==> src/rtl/axi2mem_sched_pkg.sv <==
// Shared constants for the axi2mem TCDM sequencer: FSM encodings and lane geometry.
package axi2mem_sched_pkg;

  localparam int unsigned NB_LANES   = 2;
  localparam int unsigned BEAT_BYTES = 8;
  localparam int unsigned LANE_BYTES = 4;

  typedef logic [1:0] sched_state_t;

  localparam sched_state_t StIdle  = 2'd0;
  localparam sched_state_t StRead  = 2'd1;
  localparam sched_state_t StWrite = 2'd2;

endpackage

==> src/rtl/axi2mem_lane_issue.sv <==
// One TCDM lane within a beat: holds req until granted, remembers completion,
// and captures the read tag {id, last} at grant time.
module axi2mem_lane_issue #(
  parameter int unsigned ID_WIDTH = 6
) (
  input  logic                clk,
  input  logic                rst,
  input  logic                issue_en,
  input  logic                gnt,
  input  logic                clear,
  input  logic                capture,
  input  logic [ID_WIDTH-1:0] id,
  input  logic                last,
  output logic                req,
  output logic                done,
  output logic [ID_WIDTH-1:0] tag_id,
  output logic                tag_last
);

  logic done_q;
  logic fire;

  assign req  = issue_en & ~done_q;
  assign fire = req & gnt;
  // Includes a grant landing this cycle so the beat can close without a bubble.
  assign done = done_q | fire;

  always_ff @(posedge clk) begin
    if (rst) begin
      done_q   <= 1'b0;
      tag_id   <= '0;
      tag_last <= 1'b0;
    end else begin
      done_q <= clear ? 1'b0 : done;
      if (capture && fire) begin
        tag_id   <= id;
        tag_last <= last;
      end
    end
  end

endmodule

==> src/rtl/axi2mem_tcdm_sched.sv <==
// Read/write burst sequencer for the 2x32-bit TCDM datapath: round-robin command
// arbitration, beat-to-lane splitting, read credit throttling and write-buffer pops.
module axi2mem_tcdm_sched
  import axi2mem_sched_pkg::*;
#(
  parameter int unsigned ADDR_WIDTH = 32,
  parameter int unsigned ID_WIDTH   = 6,
  parameter int unsigned LEN_WIDTH  = 8,
  parameter int unsigned RD_CREDITS = 2
) (
  input  logic                    clk_i,
  input  logic                    rst_i,
  input  logic                    rd_cmd_valid_i,
  output logic                    rd_cmd_ready_o,
  input  logic [ADDR_WIDTH-1:0]   rd_cmd_addr_i,
  input  logic [LEN_WIDTH-1:0]    rd_cmd_len_i,
  input  logic [ID_WIDTH-1:0]     rd_cmd_id_i,
  input  logic                    wr_cmd_valid_i,
  output logic                    wr_cmd_ready_o,
  input  logic [ADDR_WIDTH-1:0]   wr_cmd_addr_i,
  input  logic [LEN_WIDTH-1:0]    wr_cmd_len_i,
  input  logic [ID_WIDTH-1:0]     wr_cmd_id_i,
  input  logic [1:0]              wr_data_valid_i,
  output logic [1:0]              wr_data_pop_o,
  output logic [1:0]              tcdm_req_o,
  output logic [2*ADDR_WIDTH-1:0] tcdm_add_o,
  output logic [1:0]              tcdm_wen_o,
  input  logic [1:0]              tcdm_gnt_i,
  input  logic [1:0]              tcdm_r_valid_i,
  output logic [ID_WIDTH-1:0]     rd_push_id_o,
  output logic                    rd_push_last_o,
  input  logic                    rd_credit_ret_i,
  output logic                    wr_done_o,
  output logic [ID_WIDTH-1:0]     wr_done_id_o,
  output logic                    busy_o
);

  localparam int unsigned CW = $clog2(RD_CREDITS + 1);

  sched_state_t          state_q, state_d;
  logic [ADDR_WIDTH-1:0] addr_q, addr_d;
  logic [LEN_WIDTH-1:0]  len_q, len_d, beat_q, beat_d;
  logic [ID_WIDTH-1:0]   id_q, id_d;
  logic [CW-1:0]         credits_q, credits_d;
  logic                  prio_q, prio_d;       // 0: read holds priority
  logic                  started_q, started_d; // current read beat already owns a credit

  logic                  in_idle, in_read, in_write;
  logic                  read_go, reserve, complete, last_beat;
  logic [ADDR_WIDTH-1:0] beat_addr;
  logic [NB_LANES-1:0]   issue_en, lane_req, lane_done, lane_tag_last;
  logic [ID_WIDTH-1:0]   lane_tag_id [NB_LANES];

  assign in_idle   = (state_q == StIdle);
  assign in_read   = (state_q == StRead);
  assign in_write  = (state_q == StWrite);
  assign busy_o    = ~in_idle;
  assign last_beat = (beat_q == len_q);
  assign beat_addr = addr_q + ADDR_WIDTH'(beat_q) * ADDR_WIDTH'(BEAT_BYTES);

  assign read_go  = in_read & (started_q | (credits_q != '0));
  assign reserve  = in_read & ~started_q & (credits_q != '0);
  assign issue_en = {NB_LANES{read_go}} | ({NB_LANES{in_write}} & wr_data_valid_i);
  assign complete = (in_read | in_write) & (&lane_done);

  assign rd_cmd_ready_o = in_idle & rd_cmd_valid_i & (~wr_cmd_valid_i | ~prio_q);
  assign wr_cmd_ready_o = in_idle & wr_cmd_valid_i & (~rd_cmd_valid_i | prio_q);

  for (genvar i = 0; i < NB_LANES; i++) begin : g_lane
    axi2mem_lane_issue #(
      .ID_WIDTH(ID_WIDTH)
    ) u_lane (
      .clk      (clk_i),
      .rst      (rst_i),
      .issue_en (issue_en[i]),
      .gnt      (tcdm_gnt_i[i]),
      .clear    (complete),
      .capture  (in_read),
      .id       (id_q),
      .last     (last_beat),
      .req      (lane_req[i]),
      .done     (lane_done[i]),
      .tag_id   (lane_tag_id[i]),
      .tag_last (lane_tag_last[i])
    );
  end

  always_comb begin
    state_d   = state_q;
    addr_d    = addr_q;
    len_d     = len_q;
    id_d      = id_q;
    beat_d    = beat_q;
    prio_d    = prio_q;
    started_d = started_q;
    if (in_idle) begin
      // Priority only rotates when both sides actually contended.
      if (rd_cmd_valid_i && wr_cmd_valid_i) prio_d = ~prio_q;
      if (rd_cmd_ready_o) begin
        state_d = StRead;
        addr_d  = {rd_cmd_addr_i[ADDR_WIDTH-1:3], 3'b000};
        len_d   = rd_cmd_len_i;
        id_d    = rd_cmd_id_i;
        beat_d  = '0;
      end else if (wr_cmd_ready_o) begin
        state_d = StWrite;
        addr_d  = {wr_cmd_addr_i[ADDR_WIDTH-1:3], 3'b000};
        len_d   = wr_cmd_len_i;
        id_d    = wr_cmd_id_i;
        beat_d  = '0;
      end
    end else if (complete) begin
      started_d = 1'b0;
      if (last_beat) begin
        state_d = StIdle;
        beat_d  = '0;
      end else begin
        beat_d = beat_q + LEN_WIDTH'(1);
      end
    end else begin
      started_d = started_q | reserve;
    end
  end

  always_comb begin
    credits_d = credits_q;
    if (reserve && !rd_credit_ret_i) begin
      credits_d = credits_q - CW'(1);
    end else if (!reserve && rd_credit_ret_i && (credits_q < CW'(RD_CREDITS))) begin
      credits_d = credits_q + CW'(1);
    end
  end

  always_ff @(posedge clk_i) begin
    if (rst_i) begin
      state_q   <= StIdle;
      addr_q    <= '0;
      len_q     <= '0;
      id_q      <= '0;
      beat_q    <= '0;
      credits_q <= CW'(RD_CREDITS);
      prio_q    <= 1'b0;
      started_q <= 1'b0;
    end else begin
      state_q   <= state_d;
      addr_q    <= addr_d;
      len_q     <= len_d;
      id_q      <= id_d;
      beat_q    <= beat_d;
      credits_q <= credits_d;
      prio_q    <= prio_d;
      started_q <= started_d;
    end
  end

  assign tcdm_req_o    = lane_req;
  assign tcdm_wen_o    = {NB_LANES{in_read}};
  assign wr_data_pop_o = {NB_LANES{in_write}} & lane_req & tcdm_gnt_i;
  assign wr_done_o     = in_write & complete & last_beat;
  assign wr_done_id_o  = wr_done_o ? id_q : '0;

  always_comb begin
    tcdm_add_o = '0;
    if (busy_o) begin
      tcdm_add_o[ADDR_WIDTH-1:0]            = beat_addr;
      tcdm_add_o[2*ADDR_WIDTH-1:ADDR_WIDTH] = beat_addr + ADDR_WIDTH'(LANE_BYTES);
    end
  end

  always_comb begin
    rd_push_id_o   = '0;
    rd_push_last_o = 1'b0;
    if (tcdm_r_valid_i[0]) begin
      rd_push_id_o   = lane_tag_id[0];
      rd_push_last_o = lane_tag_last[0];
    end else if (tcdm_r_valid_i[1]) begin
      rd_push_id_o   = lane_tag_id[1];
      rd_push_last_o = lane_tag_last[1];
    end
  end

endmodule

==> config.mk <==
export PLATFORM = sky130hd
export DESIGN_NAME = axi2mem_tcdm_sched
export DESIGN_NICKNAME = d
export VERILOG_FILES = /design/src/rtl/axi2mem_sched_pkg.sv /design/src/rtl/axi2mem_lane_issue.sv /design/src/rtl/axi2mem_tcdm_sched.sv
export SDC_FILE = /design/constraint.sdc
export NUM_CORES = 1
export LEC_CHECK = 0
export CELL_PAD_IN_SITES_DETAIL_PLACEMENT = 1
export CELL_PAD_IN_SITES_GLOBAL_PLACEMENT = 1
export CORE_MARGIN = 2
export CORE_UTILIZATION = 28
export DETAILED_ROUTE_END_ITERATION = 10
export PLACE_DENSITY_LB_ADDON = 0.2
export RECOVER_POWER = 25
export SYNTH_ARGS = -nofsm -noshare
export SYNTH_HDL_FRONTEND = slang
export SYNTH_SLANG_ARGS = --single-unit
==> constraint.sdc <==
create_clock -name clk_i -period 2.92 [get_ports clk_i]
set_input_delay 0.73 -clock clk_i [delete_from_list [all_inputs] [get_ports clk_i]]
set_output_delay 0.73 -clock clk_i [all_outputs]
set_load 0.02 [all_outputs]
### Word level (Yosys, flattened, before mapping)

Index checks and enable logic that the tools add are counted.
W data, S select, Z words.

* $add $sub $neg: 5
* order comparisons: 1
* eq/ne operators: 4
* muxes and demuxes: 25
* bitwise operators: 32
* reduce and logical (&&, ||, !) cells: 20

Operator list (count)
* $mux W32: 2
* $mux W64: 1
* $mux W8: 7
* $add A32 B11 Y32: 1
* $add A32 B3 Y32 const B: 1
* $mux W6: 5
* $and A1 B1 Y1: 14
* $mux W2: 7
* $reduce_bool A2 Y1: 5
* $add A8 B1 Y8 const B: 1
* $eq A8 B8 Y1: 1
* $reduce_and A2 Y1: 4
* $not A1 Y1: 7
* $or A1 B1 Y1: 7
* $and A2 B2 Y2: 3
* $logic_and A1 B1 Y1: 6
* $mux W1: 3
* $ne A3 B3 Y1 const B: 1
* $reduce_and A3 Y1: 1
* $add A2 B1 Y2 const B: 1
* $eq A2 B1 Y1 const B: 1
* $eq A2 B2 Y1 const B: 1
* $logic_not A1 Y1: 2
* $logic_not A2 Y1: 1
* 4 further kinds: 4

* register bits: 76
* input bits: 103
* output and inout port bits: 87
* logic and storage cells: 101

### Longest topological paths before layout

Gate-level depths: netlist of run 1.

* depth after elaboration: 12
* depth in mapped cells: 10
* mapped depth without buffers: 8

### Cells and area by module

A second synthesis of run 1 with hierarchy kept.

* cells, all modules: 585
* area total of the unflattened synthesis: 4877.2 um2

By module, submodules not included
* axi2mem_tcdm_sched: instances 1, cells each 515, area an instance 4141.5 um2, seq. area each 1141.1 um2
* axi2mem_lane_issue: instances 2, cells each 35, area an instance 367.9 um2, seq. area each 160.2 um2

### Least setup slack after synthesis of run 1

Ideal clock, no wire load.

* path kind: register -> output
* from: reg beat_q[0]
* to: out tcdm_add_o[59]
* arrival time: 2674 ps
* data required time: 2190 ps
* path slack: -484 ps
* cell stages (with the launch flop): 10
* buffers on the path: 1
* cell sequence: dfxtp_1 ha_1 inv_1 fa_1 nand2b_1 a21oi_1 nor3_1 or4_1 a21oi_1 buf_4

* cells in the longest elaborated chain, start to end: 3

RTL lines
* start, declared: RTL line axi2mem_tcdm_sched.sv:42 `logic [LEN_WIDTH-1:0] len_q, len_d, beat_q, beat_d;`
* start signal, assigned: RTL line axi2mem_tcdm_sched.sv:149 `beat_q <= beat_d;`
* $add A32 B11 Y32: RTL line axi2mem_tcdm_sched.sv:59 `assign beat_addr = addr_q + ADDR_WIDTH'(beat_q) * ADDR_WIDTH'(BEAT_BYTES);`
* $add A32 B3 Y32: RTL line axi2mem_tcdm_sched.sv:166 `tcdm_add_o[2*ADDR_WIDTH-1:ADDR_WIDTH] = beat_addr + ADDR_WIDTH'(LANE_BYTES);`
* $mux W64: RTL line axi2mem_tcdm_sched.sv:164 `if (busy_o) begin`
* end, declared: RTL line axi2mem_tcdm_sched.sv:26 `output logic [2*ADDR_WIDTH-1:0] tcdm_add_o,`

Every way passes these cells.

### Final worst setup path of run 1

* from: reg addr_q[3]
* to: out tcdm_add_o[25]

* cells in the longest elaborated chain, start to end: 2

RTL lines
* start, declared: RTL line axi2mem_tcdm_sched.sv:41 `logic [ADDR_WIDTH-1:0] addr_q, addr_d;`
* start signal, assigned: RTL line axi2mem_tcdm_sched.sv:146 `addr_q <= addr_d;`
* $add A32 B11 Y32: RTL line axi2mem_tcdm_sched.sv:59
* $mux W64: RTL line axi2mem_tcdm_sched.sv:164

Every way passes these cells.

==> reports/results.tsv, run 1 <==
metric	value	unit
top-count cell post-synth	nand2_1	
clk_lat worst skew	340	ps
Die ar.	0.01806	sq mm
pin count of the biggest net entering global routing	45	
Syn Inst Count	633	
sequential element share of the synthesized area	30.70	%
initial core utilization	28.70	%
clock sinks	73	
Crit Path Class	reg -> out	
CP Max Fanout	8	
layout net count	964	
Root Buffer	clkbuf_16	
fin crit period	3351	ps
Die X	134.4	um
maximum root-to-sink buffer count	2	
Top FF cell, synth	dfxtp_1	
Row Count	47	
number of global-route vias before repair	5874	
vias after detailed routing	5481	
pre-CTS setup slack	-621.0	ps
slowest CP cell	or4_4	
R2R depth	7	
Synth Area per Inst	7.519	sq um
vias per cell	5.099	
total iterations of the first detailed-routing run	4	
Syn-to-layout area delta	67.53	%
Warnings, synthesis	0	
core area	0.01658	sq mm
dpl hpwl	14.05	mm
fmax	298.4	MHz
Hold Path Depth	2	
Bufs and invs on worst path	2	
async set-or-reset flop fraction in the synthesized netlist	0	%
H-tree levels	3	
Critical Path Max Stage Delay	540	ps
top-area cell type share of the netlist area	30.70	%
peak supply drop	0.0002862	V
internal reg-to-reg setup slack	-180	ps
Critical Path End Type	output port	
DRC viols	0	
final setup margin	-430.7	ps
Synth area leaders	dfxtp_1, nand2_1, a311oi_1, buf_4, nor2_1	
pins over their slew limit	0	
Reg clk slew, reported paths	60	ps
GR Overflow Total	0	
final WL	19.44	mm
CTS tree	built	
hold_sp	g_lane[1].u_lane.tag_id[5]	
share of post-route cells with drive strength above 1	29.89	%
DR WL/cell	18.08	um
initial antenna violation count	3	
die height	134.4	um
Mapped Area	0.004760	sq mm
r2r startpoint	state_q[0]	
cell taking the most area after synthesis	dfxtp_1	
Synth top cells by count	nand2_1, nor2_1, dfxtp_1, a311oi_1, buf_4	
boundary pin count	190	
Max Cap Viol	0	
Cell Chain, Critical Path	ha_4 > inv_2 > fa_2 > nand2b_4 > a21oi_4 > o31ai_4 > or4_4 > a21oi_4 > buf_4	
P per Cell Area	458.5	mW/mm^2
FF-to-FF End	addr_q[27]	
hold endpoint	g_lane[1].u_lane.tag_id[5]	
worst-case clock skew	6.708	ps
GR Util All Layers	21.26	%
Crit path max-delay family	simple AND/OR/NAND/NOR gates	
port bufs	178	
register bit total from synthesis	73	
setup TNS	-14110	ps
failing checks	setup timing	
GPL Wtd Cong	0.8226	
most frequent CP cell	a21oi_4	
endpoints failing hold	0	
Slew headroom	52.47	%
leakage power	0.003272	uW
Worst-Margin Slew	712.2	ps
CP Data Required Time	2190	ps
RSZ-0062 raised after global routing	true	
first-pass GRT wire length	30.72	mm
Post-DRT Antenna Nets	0	
worst hold path class	reg -> reg	
clock buffer count from CTS	9	
drt initial violations	241	
CP Launch Type	register	
post-synth cell types	56	
final setup violation count	72	
Final Cycle Share	114.7	%
worst endpoint data arrival time	2620	ps
status	complete, but fails checks	
number of synthesized flops with an enable pin	0	
[worst max-delay path by stage]
| stage | startpoint | cells after the start | endpoint | slack, ps |
|---|---|---|---|---|
| 3_5_place_dp | addr_q[7] | 7 | tcdm_add_o[49] | -620 |
| 6_report | addr_q[3] | 9 | tcdm_add_o[25] | -430 |
| 2_1_floorplan | beat_q[0] | 9 | tcdm_add_o[59] | -10 |
| 4_1_cts | addr_q[3] | 10 | tcdm_add_o[27] | -450 |
| 5_1_grt | addr_q[3] | 9 | tcdm_add_o[25] | -520 |
| 3_3_place_gp | addr_q[7] | 7 | tcdm_add_o[17] | -530 |
[per-stage QoR]
| step | utilization (%) | total power, uW | cells | instance area (sq um) | hold WS (ps) |
|---|---|---|---|---|---|
| global route | 48.07 | 3871 | 1074 | 7971 | 536.4 |
| global placement | 43.53 | 2507 | 1040 | 7219 | 474.9 |
| floorplan | - | 1961 | 637 | 4987 | 459.4 |
| detailed placement | 43.53 | 2547 | 1040 | 7219 | 496.8 |
| CTS | 46.44 | 3644 | 1069 | 7701 | 510.7 |
| finish | 48.08 | 3656 | 1075 | 7974 | 497.9 |
[cells in the final DEF (no fill, tap or decap), drive strengths merged, types with 3 or more instances in the layout]
| cell | Yosys | routed |
|---|---|---|
| buf | 56 | 146 |
| nand2 | 118 | 118 |
| clkdlybuf4s50 | 0 | 99 |
| nor2 | 78 | 78 |
| dfxtp | 73 | 73 |
| a311oi | 44 | 44 |
| a21oi | 36 | 36 |
| clkbuf | 20 | 21 |
| inv | 20 | 20 |
| o21ai | 19 | 19 |
| o31ai | 15 | 16 |
| mux2i | 15 | 15 |
| or4 | 13 | 13 |
| xor2 | 13 | 13 |
| nand3 | 13 | 13 |
| dlygate4sd2 | 0 | 12 |
| ha | 12 | 12 |
| and3 | 11 | 11 |
| nand4 | 9 | 9 |
| and2 | 8 | 8 |
| or3 | 7 | 7 |
| conb | 1 | 5 |
| dlymetal6s2s | 0 | 5 |
| a31oi | 5 | 5 |
| nor3 | 5 | 5 |
| nor4 | 5 | 5 |
| o22ai | 4 | 4 |
| nor2b | 3 | 3 |
| o31a | 3 | 3 |
| xnor2 | 3 | 3 |
| clkinv | 0 | 3 |
| o21a | 3 | 3 |
| nand2b | 3 | 3 |
| clkdlybuf4s15 | 0 | 3 |
[tightest hold or removal path, delay by kind of cell, from the launching register on]
family / cells / cell delay [ps]
multiplexers: 1 / 60
flip-flops: 1 / 320
AND/OR/NAND/NOR: 1 / 80
[kinds of logic after synthesis]
family	count (synthesis)	synth area share [%]
adder cells (fa/ha/maj)	13	3.575
other	1	0.07879
XOR/XNOR	16	2.944
multiplexers	16	3.391
AND/OR/NAND/NOR	281	27.02
AO/OA/AOI/OAI	137	21.27
buffers and inverters	96	11.01
flip-flops	73	30.70
[cell type report]
cell class                 count  area (sq um)
timing repair buffer         275          2551
clock inverter                 3         15.01
fill                        1957          8610
inverter                      20         75.07
sequential                    73          1471
multi-input combinational    469          3321
clock buffer                  13         260.3
tap                          220         275.3
antenna                        2         5.005
[power by group]
part	switching (uW)	total, uW	internal, uW	leakage, uW
logic	779	1410	626	0.00253
clock network	430	1050	618	0.000139
registers	96.0	1200	1110	0.000603
[per-layer routing]
layer	global-route usage, %	up-vias	wire [um]
met5	0	-	13
met2	37.39	171	9640
met3	4.308	33	1077
met4	8.129	2	462
li1	-	2647	-
met1	25.44	2628	8245
[registers in the layout (all words and copies together), names as in the netlist, 6 cells and up]
register,count
addr_q,29
beat_q,8
g_lane.u_lane.tag_id,12
id_q,6
len_q,8
[repair_timing]
action	in CTS	in global routing
hold buffers	0	0
setup buffers	12	4
endpoints found under the setup margin	71	60
resized for setup	334	75
pin swaps	19	15
cloned	1	0
Power figures use the tool's default switching activity.
==> inputs of run 2 (changes only) <==
--- a/config.mk
+++ b/config.mk
@@ -12,6 +12,7 @@
 export DETAILED_ROUTE_END_ITERATION = 10
 export PLACE_DENSITY_LB_ADDON = 0.2
 export RECOVER_POWER = 25
+export SETUP_SLACK_MARGIN = 0.4
 export SYNTH_ARGS = -nofsm -noshare
 export SYNTH_HDL_FRONTEND = slang
 export SYNTH_SLANG_ARGS = --single-unit
==> reports/results.tsv, run 2 (same netlist as run 1, synthesis figures left out) <==
metric	value	unit	change
hold_sp	g_lane[0].u_lane.tag_id[1]		
clock buffer count from CTS	9		unchanged
P per Cell Area	465.5	mW/mm^2	+1.5%
r2r startpoint	state_q[0]		
die height	134.4	um	unchanged
Max Cap Viol	0		unchanged
failing checks	setup timing		
cts hold-fix bufs	0		unchanged
final setup violation count	50		-31%
FF-to-FF End	beat_q[5]		
GR Util All Layers	20.57	%	-0.69 points
Worst-Margin Slew	985.6	ps	+273.4 ps
vias after detailed routing	5450		-0.57%
Cell Chain, Critical Path	ha_4 > inv_2 > fa_2 > nand2b_4 > a21oi_4 > buf_12 > o31ai_4 > or4_4 > a21oi_4 > buf_6		
Reg clk slew, reported paths	60	ps	about the same
R2R depth	9		+2
internal reg-to-reg setup slack	350	ps	+530 ps
core area	0.01658	sq mm	unchanged
Most flops, register	addr_q		
Critical Path End Type	output port		
Comb power frac	36.2	%	-2.2 points
Post-Layout Cell Count	1083		+0.74%
clk_lat worst skew	340	ps	about the same
Die ar.	0.01806	sq mm	unchanged
hold endpoint	g_lane[0].u_lane.tag_id[1]		
met2 usage	38.01	%	+0.62 points
total iterations of the first detailed-routing run	4		unchanged
CP Launch Type	register		
Sw Share	34.81	%	-0.89 points
H-tree levels	3		unchanged
Syn-to-layout area delta	70.74	%	
layout net count	974		+1.0%
final setup margin	-411.4	ps	+19.22 ps
GPL Wtd Cong	0.8384		+1.9%
DRC viols	0		unchanged
pin count of the biggest net entering global routing	46		+2.2%
first-pass GRT wire length	29.70	mm	-3.3%
# diodes	0		-2
clock sinks	73		unchanged
port bufs	178		unchanged
Crit Path Class	reg -> out		
worst hold path class	reg -> reg		
post-route cell area	0.008127	sq mm	+1.9%
RSZ-0062 raised after global routing	true		
Slew headroom	34.29	%	-18 points
final WL	19.22	mm	-1.1%
fin crit period	3331	ps	-19.22 ps
Hold Path Depth	2		unchanged
peak supply drop	0.0002860	V	about the same
M1 GR Usage	24.09	%	-1.3 points
Psw	1317	uW	+0.90%
vias per cell	5.032		-1.3%
clock share of power	32.0	%	+3.3 points
worst-case clock skew	4.458	ps	-2.250 ps
CP Data Required Time	2190	ps	about the same
Hold Slack	497.9	ps	+0.03700 ps
Top Registers	addr_q x29, g_lane.u_lane.tag_id x12		
maximum root-to-sink buffer count	2		unchanged
status	complete, but fails checks		
worst endpoint data arrival time	2600	ps	-20 ps
most frequent CP cell	a21oi_4		
Layout fillers	1927		-1.5%
Root Buffer	clkbuf_16		
dpl hpwl	13.52	mm	-3.8%
Die X	134.4	um	unchanged
Critical Path Max Stage Delay	510	ps	-30 ps
slowest CP cell	or4_4		
GR Overflow Total	0		unchanged
commonest cells after routing, fill and taps aside	nand2_1, buf_4, clkdlybuf4s50_1		
leakage power	0.003295	uW	+0.70%
Final Cycle Share	114.1	%	-0.66 points
number of global-route vias before repair	5767		-1.8%
met3 usage in global routing	3.628	%	-0.68 points
commonest non-fill, non-tap cell in the layout	nand2_1		
fmax	300.2	MHz	+0.58%
share of post-route cells with drive strength above 1	35.46	%	+5.6 points
Post-DRT Antenna Nets	0		unchanged
endpoints failing hold	0		unchanged
Row Count	47		unchanged
Sequential Power Share	31.8	%	-1.1 points
placed cell count	1037		-0.29%
final core utilization	49.00	%	+0.92 points
CTS tree	built		
CP Max Fanout	6		-2
pins over their slew limit	0		unchanged
grt peak-use layer	met2		
Pint	2466	uW	+4.9%
initial core utilization	28.70	%	unchanged
DR WL/cell	17.75	um	-1.9%
max FFs per register	29		unchanged
drt initial violations	190		-21%
initial antenna violation count	0		-3
boundary pin count	190		unchanged
pre-CTS setup slack	-606.6	ps	+14.42 ps
placed cell areas	0.007355	sq mm	+1.9%
## run 2: cell count changes in the layout (fill, tap and decap cells not counted), moves of 5 or more
cell             before  now
buf_2                 8   14
a21oi_4              19   12
buf_6                45   50
a21oi_2               0    8
nor2_1               76   71
and2_1                7    1
o21ai_1               3   10
buf_4                88  104
dlygate4sd2_1        12    7
and2_4                1    7
clkdlybuf4s50_1      99   89
dfxtp_1              67   62
## run 2: timing repair
action,CTS,global route
gates cloned,1,1
pin swaps,17,9
buffers inserted,14,14
setup endpoints to repair,80,77
resized for setup,434,59
endpoints found under the hold margin,0,0
## run 2: worst max-delay path: cells and delay by family (launching register included)
family / cells / cell delay (ps)
compound gates: 3 / 440
flops: 1 / 350
simple gates: 2 / 670
buf+inv: 3 / 310
fa+ha+maj: 2 / 470
## run 2: through the flow
stage / total power (uW) / setup TNS [ps]
detailed placement: 2554 / -22820
CTS: 3796 / -12480
global placement: 2506 / -20270
floorplan: 2002 / 0
global route: 3990 / -17480
finish: 3783 / -13500
## run 2: final cells by class
cell class | instances | area, sq um | area share [%]
Clock inverter | 4 | 47.55 | 0.5851
Timing Repair Buffer | 285 | 2640 | 32.49
Inverter | 20 | 77.57 | 0.9546
Multi-Input combinational cell | 469 | 3328 | 40.95
Tap cell | 220 | 275.3 | 3.387
Clock buffer | 12 | 277.8 | 3.418
Sequential cell | 73 | 1480 | 18.21
## run 2: power by group through the flow
stage / Clock (uW) / Combinational, uW / Sequential [uW]
6_report: 1210 / 1370 / 1200
5_1_grt: 1290 / 1490 / 1220
4_1_cts: 1240 / 1360 / 1200
3_5_place_dp: 0 / 1340 / 1220
3_3_place_gp: 0 / 1300 / 1210
2_1_floorplan: 0 / 791 / 1210
## run 2: worst max-delay path by stage
stage / start / to / slack [ps] / cells past startpoint
floorplan: beat_q[0] / tcdm_add_o[57] / 4 / 9
global placement: addr_q[7] / tcdm_add_o[17] / -560 / 7
detailed placement: addr_q[7] / tcdm_add_o[49] / -610 / 7
CTS: addr_q[3] / tcdm_add_o[13] / -450 / 11
global route: addr_q[3] / tcdm_add_o[45] / -490 / 11
finish: addr_q[3] / tcdm_add_o[25] / -410 / 10
## run 2: metal layers
layer / routed length (um) / share of wire [%]
met5: 0 / 0
met4: 292 / 1.5
met3: 936 / 4.9
met2: 9924 / 52
met1: 8068 / 42
==> inputs of run 3 (changes only) <==
--- a/config.mk
+++ b/config.mk
@@ -10,6 +10,7 @@
 export CORE_MARGIN = 2
 export CORE_UTILIZATION = 28
 export DETAILED_ROUTE_END_ITERATION = 10
+export GPL_TIMING_DRIVEN = 0
 export PLACE_DENSITY_LB_ADDON = 0.2
 export RECOVER_POWER = 25
 export SETUP_SLACK_MARGIN = 0.4
==> reports/results.tsv, run 3 (same netlist as run 1, synthesis figures left out) <==
metric	value	unit	change
status	complete, but fails checks		
failing checks	setup timing		
GPL Wtd Cong	0.8412		+0.33%
dpl hpwl	14.46	mm	+7.0%
layout net count	1020		+4.7%
final setup margin	-598.2	ps	-186.7 ps
Max Cap Viol	0		unchanged
port bufs	178		unchanged
clock buffer count from CTS	9		unchanged
leakage power	0.003579	uW	+8.6%
Sequential Power Share	31.7	%	about the same
met3 usage in global routing	5.669	%	+2.0 points
first-pass GRT wire length	33.00	mm	+11%
Multi-input gate area	0.003558	sq mm	+6.9%
core area	0.01658	sq mm	unchanged
final WL	22.28	mm	+16%
Pint	2503	uW	+1.5%
Top Registers	addr_q x29, g_lane.u_lane.tag_id x12		
maximum root-to-sink buffer count	2		unchanged
FF-to-FF End	beat_q[6]		
hold_sp	g_lane[0].u_lane.tag_id[2]		
Root Buffer	clkbuf_16		
pins over their slew limit	0		unchanged
die height	134.4	um	unchanged
CP Max Fanout	5		-1
setup TNS	-20890	ps	-7384 ps
cts hold-fix bufs	0		unchanged
vias after detailed routing	5926		+8.7%
clock share of power	29.2	%	-2.8 points
total iterations of the first detailed-routing run	4		unchanged
R2R depth	10		+1
Layout fillers	1902		-1.3%
Syn-to-layout area delta	86.51	%	
H-tree levels	3		unchanged
Final Cycle Share	120.5	%	+6.4 points
CP Data Required Time	2190	ps	about the same
Post-DRT Antenna Nets	0		unchanged
internal reg-to-reg setup slack	190	ps	-160 ps
Row Count	47		unchanged
DR WL/cell	19.72	um	+11%
Worst-Margin Slew	839.7	ps	-146.0 ps
commonest non-fill, non-tap cell in the layout	nand2_1		
placed cell areas	0.007253	sq mm	-1.4%
commonest cells after routing, fill and taps aside	nand2_1, buf_6, clkdlybuf4s50_1		
CP Launch Type	register		
peak supply drop	0.0003236	V	+13%
RSZ-0062 raised after global routing	true		
Psw	1465	uW	+11%
worst hold path class	reg -> reg		
number of global-route vias before repair	6251		+8.4%
Comb power frac	39.1	%	+2.9 points
P per Cell Area	447.0	mW/mm^2	-4.0%
clock sinks	73		unchanged
fin crit period	3518	ps	+186.7 ps
post-route cell area	0.008877	sq mm	+9.2%
GR Util All Layers	23.25	%	+2.7 points
final setup violation count	55		+10%
Reg clk slew, reported paths	60	ps	about the same
pin count of the biggest net entering global routing	15		-67%
Reg area	0.001494	sq mm	+0.93%
grt peak-use layer	met2		
initial antenna violation count	1		+1
Sw Share	36.92	%	+2.1 points
DRC viols	0		unchanged
CTS tree	built		
drt initial violations	276		+45%
max FFs per register	29		unchanged
worst endpoint data arrival time	2790	ps	+190 ps
share of post-route cells with drive strength above 1	39.38	%	+3.9 points
met2 usage	42.26	%	+4.3 points
Slew headroom	43.64	%	+9.4 points
Crit Path Class	reg -> out		
GR Overflow Total	0		unchanged
r2r startpoint	state_q[1]		
Die ar.	0.01806	sq mm	unchanged
Critical Path End Type	output port		
Most flops, register	addr_q		
clk_lat worst skew	350	ps	about the same
worst-case clock skew	6.992	ps	+2.534 ps
endpoints failing hold	0		unchanged
Die X	134.4	um	unchanged
Worst Setup SP	beat_q[0]		
boundary pin count	190		unchanged
Hold Path Depth	2		unchanged
hold endpoint	g_lane[0].u_lane.tag_id[2]		
initial core utilization	28.70	%	unchanged
M1 GR Usage	26.02	%	+1.9 points
vias per cell	5.244		+4.2%
fmax	284.2	MHz	-5.3%
[run 3: changes by cell type in the layout (fill, tap and decap cells not counted), moves of 5 or more]
cell / change
buf_6: +55
buf_4: -25
clkbuf_1: +15
a21oi_4: +11
a21oi_2: -8
dlygate4sd2_1: +7
o31ai_1: -7
o21ai_1: -5
[run 3: worst max-delay path by stage]
stage / slack [ps] / to / cells past startpoint
6_report: -600 / tcdm_add_o[56] / 13
5_1_grt: -680 / tcdm_add_o[56] / 13
3_3_place_gp: -880 / rd_cmd_ready_o / 6
3_5_place_dp: -940 / rd_cmd_ready_o / 6
2_1_floorplan: 4 / tcdm_add_o[57] / 9
4_1_cts: -630 / tcdm_add_o[57] / 11
[run 3: area by class of cell]
type,instances,area share [%]
plain buffers,76,7.146
multi-input cells,468,40.08
flip-flops and latches,73,16.83
clock inverters,7,0.8739
inverters,20,0.9020
repair buffers,256,28.50
diodes,1,0.02819
clock buffers,9,2.537
well taps,220,3.101
[run 3: power groups by stage]
stage	clock [uW]	combinational (uW)	sequential (uW)
after floorplan	0	791	1210
after global placement	0	1270	1240
after detailed placement	0	1300	1250
after CTS	1170	1460	1250
after global routing	1220	1660	1270
final	1160	1550	1260
[run 3: timing repair]
item | 4_1_cts | 5_1_grt
pin swaps | 43 | 31
resized for setup | 545 | 70
endpoints found under the hold margin | 0 | 0
cloned | 4 | 0
setup endpoints to repair | 121 | 70
setup buffers | 41 | 33
[run 3: per-layer routing]
| metal | share of wire, % | vias up |
|---|---|---|
| li1 | - | 2748 |
| met1 | 39 | 2946 |
| met2 | 53 | 186 |
| met3 | 4.9 | 46 |
| met4 | 3.1 | 0 |
| met5 | 0 | - |
[run 3: worst max-delay path, stage by stage (launching register included)]
cell and delay [ps]:
dfxtp_4 370, ha_4 150, buf_6 100, buf_6 80
buf_6 90, a21oi_4 50, nand4b_1 230, and3_4 210
buf_6 120, buf_8 120, or4_4 500, a21oi_4 170
buf_4 130, buf_4 120
[run 3: metrics by stage]
step / hold WS [ps] / power [uW] / setup slack (ps) / utilization, % / instances
after CTS: 503.9 / 3882 / -625.4 / 51.12 / 1096
final: 498.5 / 3968 / -598.2 / 53.53 / 1130
after global routing: 527.2 / 4152 / -684.2 / 53.53 / 1130
after floorplan: 460.2 / 2002 / 4.305 / - / 637
after global placement: 476.2 / 2512 / -877.0 / 43.74 / 1035
after detailed placement: 488.8 / 2555 / -942.9 / 43.74 / 1035
